[src/rtl/jesd204b_descrambler.sv]
// JESD204B receive descrambler, polynomial 1 + x^14 + x^15, self-synchronous.
// One registered stage with valid qualifier, bypass, synchronous restart and lock flag.
module jesd204b_descrambler #(
    parameter int DATA_WIDTH = 128
) (
    input  logic                  clk,
    input  logic                  reset,
    input  logic                  en,
    input  logic                  clr,
    input  logic                  in_valid,
    input  logic [DATA_WIDTH-1:0] in,
    output logic                  out_valid,
    output logic [DATA_WIDTH-1:0] out,
    output logic                  locked
);

    localparam logic [14:0] SEED = 15'h7F80;
    localparam int          STEP = (DATA_WIDTH > 15) ? 15 : DATA_WIDTH;

    logic [14:0]            s;
    logic [3:0]             cnt;
    logic [DATA_WIDTH+14:0] ext;
    logic [DATA_WIDTH-1:0]  dscr;
    logic [4:0]             cnt_sum;
    logic [3:0]             cnt_next;

    // History of received bits, oldest state bit at the top; each output bit
    // only needs the two received bits 14 and 15 positions earlier.
    assign ext = {s, in};

    always_comb begin
        dscr = '0;
        for (int i = 0; i < DATA_WIDTH; i++) begin
            dscr[i] = in[i] ^ ext[i+15] ^ ext[i+14];
        end
    end

    always_comb begin
        cnt_sum  = {1'b0, cnt} + 5'(STEP);
        cnt_next = (cnt_sum > 5'd15) ? 4'd15 : cnt_sum[3:0];
    end

    always_ff @(posedge clk or negedge reset) begin
        if (!reset) begin
            s         <= SEED;
            cnt       <= 4'd0;
            locked    <= 1'b0;
            out       <= '0;
            out_valid <= 1'b0;
        end else if (clr) begin
            s         <= SEED;
            cnt       <= 4'd0;
            locked    <= 1'b0;
            out_valid <= 1'b0;
        end else if (!en) begin
            // Bypass keeps the state so descrambling can resume from it later.
            out       <= in;
            out_valid <= in_valid;
            cnt       <= 4'd0;
            locked    <= 1'b0;
        end else if (in_valid) begin
            out       <= dscr;
            out_valid <= 1'b1;
            s         <= ext[14:0];
            cnt       <= cnt_next;
            locked    <= (cnt_next == 4'd15);
        end else begin
            out_valid <= 1'b0;
        end
    end

endmodule

[config.mk]
export PLATFORM = sky130hd
export DESIGN_NAME = jesd204b_descrambler
export DESIGN_NICKNAME = d
export VERILOG_FILES = /design/src/rtl/jesd204b_descrambler.sv
export SDC_FILE = /design/constraint.sdc
export NUM_CORES = 1
export LEC_CHECK = 0
export CORE_ASPECT_RATIO = 1.2
export CORE_MARGIN = 3
export CORE_UTILIZATION = 32
export DETAILED_ROUTE_END_ITERATION = 8
export HOLD_SLACK_MARGIN = 0.02
export SLEW_MARGIN = 20
export SYNTH_ARGS = -nofsm -noshare
export SYNTH_HDL_FRONTEND = slang
export SYNTH_SLANG_ARGS = --single-unit
[constraint.sdc]
create_clock -name clk -period 1.2 [get_ports clk]
set_input_delay 0.24 -clock clk [delete_from_list [all_inputs] [get_ports clk]]
set_output_delay 0.24 -clock clk [all_outputs]
set_load 0.02 [all_outputs]
==> results.py <==
metrics = {
    "run_status": {
        "status": "complete, but fails checks",
        "failed_checks": "setup timing",
    },
    "logic_synthesis": {
        "ys_warn_count": 0,
        "syn-instance-count": 1073,
        "synth_top_cell_area_share_pct": 35.15,
        "avgSynthCellArea_um2": 9.354,
        "synthTopCellsByArea": "dfrtp_1, a221oi_1, nand4b_1",
        "synth_cell_types": 29,
        "ys_seq_area_share_pct": 37.25,
        "yosys_register_bits": 149,
        "yosysTopAreaCell": "dfrtp_1",
        "syn_nets": 1208,
        "synth_area_um2": 10040,
    },
    "global_routing": {
        "overflow": 0,
        "antenna_found_initial": 3,
        "track_usage_pct": 23.59,
        "grt_max_degree": 81,
        "grt_first_pass_wirelength_um": 62740,
        "grt_pass1_vias": 10720,
    },
    "run": {
        "cap_violations": 0,
    },
    "power_and_ir_drop": {
        "peakVddDrop_v": 0.0008403,
        "static-leakage-power_nw": 6.678,
        "p_per_area_nw_per_um2": 1245,
        "p_total_mw": 20.49,
    },
    "worst_setup_path": {
        "crit_family": "flip-flops",
        "crit_buf_inv": 1,
        "max_stage_delay_ns": 0.43,
        "critPathMaxFanout": 2,
        "required_ns": 0.96,
        "setup.worst_path.start_class": "register",
        "cp-startpoint": "out[32]",
        "crit_arrival_ns": 1.02,
        "slowest_stage": "dfrtp_1",
        "rr_endpoint": "out[122]",
        "crit_type": "register to output port",
        "crit_chain": "buf_6",
        "crit_path_end_kind": "output port",
        "rr_worst_depth": 3,
        "rrSetupSlack_ns": 0,
        "r2r_start": "s[8]",
    },
    "final_layout": {
        "most-common-layout-cells": "buf_4, nand2_1, buf_6",
        "nets": 1664,
        "final_common_cell": "buf_4",
        "final_core_utilization_pct": 53.69,
        "syn_to_final_growth_pct": 63.99,
        "drive_gt1_share_pct": 34.76,
        "fill_cells": 2809,
    },
    "clock_network": {
        "clock_path_buffers": 2,
        "clk_pin_slew_ns": 0.07,
        "cts_tree": "done",
        "clk_latency_ns": 0.44,
        "clkSinkCount": 149,
        "cts.root.buffer_cell": "clkbuf_16",
        "cts_buffers": 17,
        "h-tree-depth": 4,
    },
    "route": {
        "drc": 0,
        "ant_nets": 0,
        "firstDrtPassIters": 5,
        "drt_first_iter_violations": 848,
        "detail_route.vias_per_cell": 5.622,
        "drt-total-wl_um": 41040,
        "vias": 10910,
        "wire_per_inst_um": 21.16,
    },
    "timing": {
        "setup_ws_ns": -0.06040,
        "hold_ws_ns": 0.2326,
        "final.setup.tns_ns": -2.520,
        "fin_crit_sh_pct": 105.0,
        "rsz0062_at_grt": "true",
        "layout_min_cycle_time_ns": 1.260,
        "finalMaxSlewViolations": 0,
        "hold_viol": 0,
        "setup_viol": 117,
        "tightest_slew_ns": 0.5159,
        "relSlewSlack_pct": 65.60,
        "fmax_ghz": 0.7934,
        "finClkSkew_ns": 0.01206,
    },
    "floorplan": {
        "dieArea_um2": 33540,
        "initial_core_util_pct": 32.74,
        "core_um2": 30650,
        "io_pins": 263,
        "die_h_um": 200.0,
        "die_x_um": 167.7,
        "rows": 70,
    },
    "min_path": {
        "holdPathStages": 3,
        "min_to": "out[22]",
        "min_path_type": "input pin to register",
        "holdCritStartpoint": "in[22]",
    },
    "placement": {
        "place.gp.congestion": 0.8407,
        "dp_hpwl_um": 27080,
        "numPortBuffers": 262,
    },
}
[cell usage after synthesis]
cell type and instances:
nand3_1 13, nand2_1 159, ha_1 2, or3_1 1, and2_1 116, clkbuf_1 34, xor2_1 115, a21oi_1 9
a221oi_1 115, dfstp_2 8, nor2b_4 1, o211ai_1 115, o211a_1 2, buf_2 52, and4bb_2 1, dfrtp_1 141
o21a_1 1, and2b_1 2, nand3b_1 8, nand4b_1 115, xnor2_1 13, buf_6 2, o21ai_0 16, nand4_1 13
buf_4 2, nand2_4 1, nor2_1 1, or4_1 13, inv_1 2
[report_power, final]
group          internal (mW)  switching (mW)  total, mW  leakage (nW)
Sequential              5.80           0.741       6.54          1.78
Combinational           4.26            3.79       8.05          4.60
Clock                   3.49            2.40       5.89         0.294
Total                   13.6            6.93       20.5          6.68
[metrics by stage]
| step | std cells | setup WS [ns] | instance area (um2) |
|---|---|---|---|
| 2_1_floorplan | 1073 | -0.04287 | 10080 |
| 3_3_place_gp | 1867 | -0.5166 | 14650 |
| 3_5_place_dp | 1867 | -0.5831 | 14650 |
| 4_1_cts | 1932 | -0.09376 | 15870 |
| 5_1_grt | 1940 | -0.09555 | 16460 |
| 6_report | 1940 | -0.06040 | 16460 |
[metal layers]
metal	vias up	global-route usage, %	wire length (um)
met5	-	0	13
met4	2	8.033	1110
met2	389	38.61	19640
li1	5020	-	-
met3	59	3.408	2014
met1	5436	32.31	18270
[logic make-up (layout without fill, tap and decap cells)]
group,Yosys count,count (layout),synth area share (%)
other,0,2,0
buffers and inverters,92,561,4.313
DFF,149,149,37.25
AOI/OAI and AO/OA,258,258,20.16
xor gates and xnor gates,128,128,11.17
adders and majority gates,2,2,0.2493
and+or+nand+nor,444,444,26.86
[state kept, by name (all words and copies together) (netlist names)]
| name | flops |
|---|---|
| s | 15 |
| cnt | 4 |
| out | 128 |
| locked | 1 |
| out_valid | 1 |
[timing repair]
action                                 4_1_cts  5_1_grt
hold buffers                                 1        0
endpoints found under the hold margin       32        0
setup endpoints to repair                  257      206
cloned                                       5        0
buffers inserted                            28        6
pin swaps                                    5       38
gates resized for setup                    775       96
[cell type report]
cell class | count | area (um2) | share of cell area, %
timing repair buffer | 527 | 5150 | 31.29
multi-input combinational | 832 | 6442 | 39.14
antenna | 2 | 5.005 | 0.03041
inverter | 2 | 7.507 | 0.04561
clock buffer | 20 | 436.7 | 2.653
tap | 396 | 495.5 | 3.010
sequential | 149 | 3742 | 22.74
clock inverter | 12 | 180.2 | 1.095
[worst max path at each step]
| stage | to | slack, ns | cells after the start |
|---|---|---|---|
| floorplan | out[100] | -0.04 | 6 |
| global placement | out[3] | -0.52 | 6 |
| detailed placement | out[92] | -0.58 | 6 |
| CTS | out[16] | -0.09 | 1 |
| global route | out[19] | -0.1 | 1 |
| finish | out[32] | -0.06 | 1 |
Power figures use the tool's default switching activity.
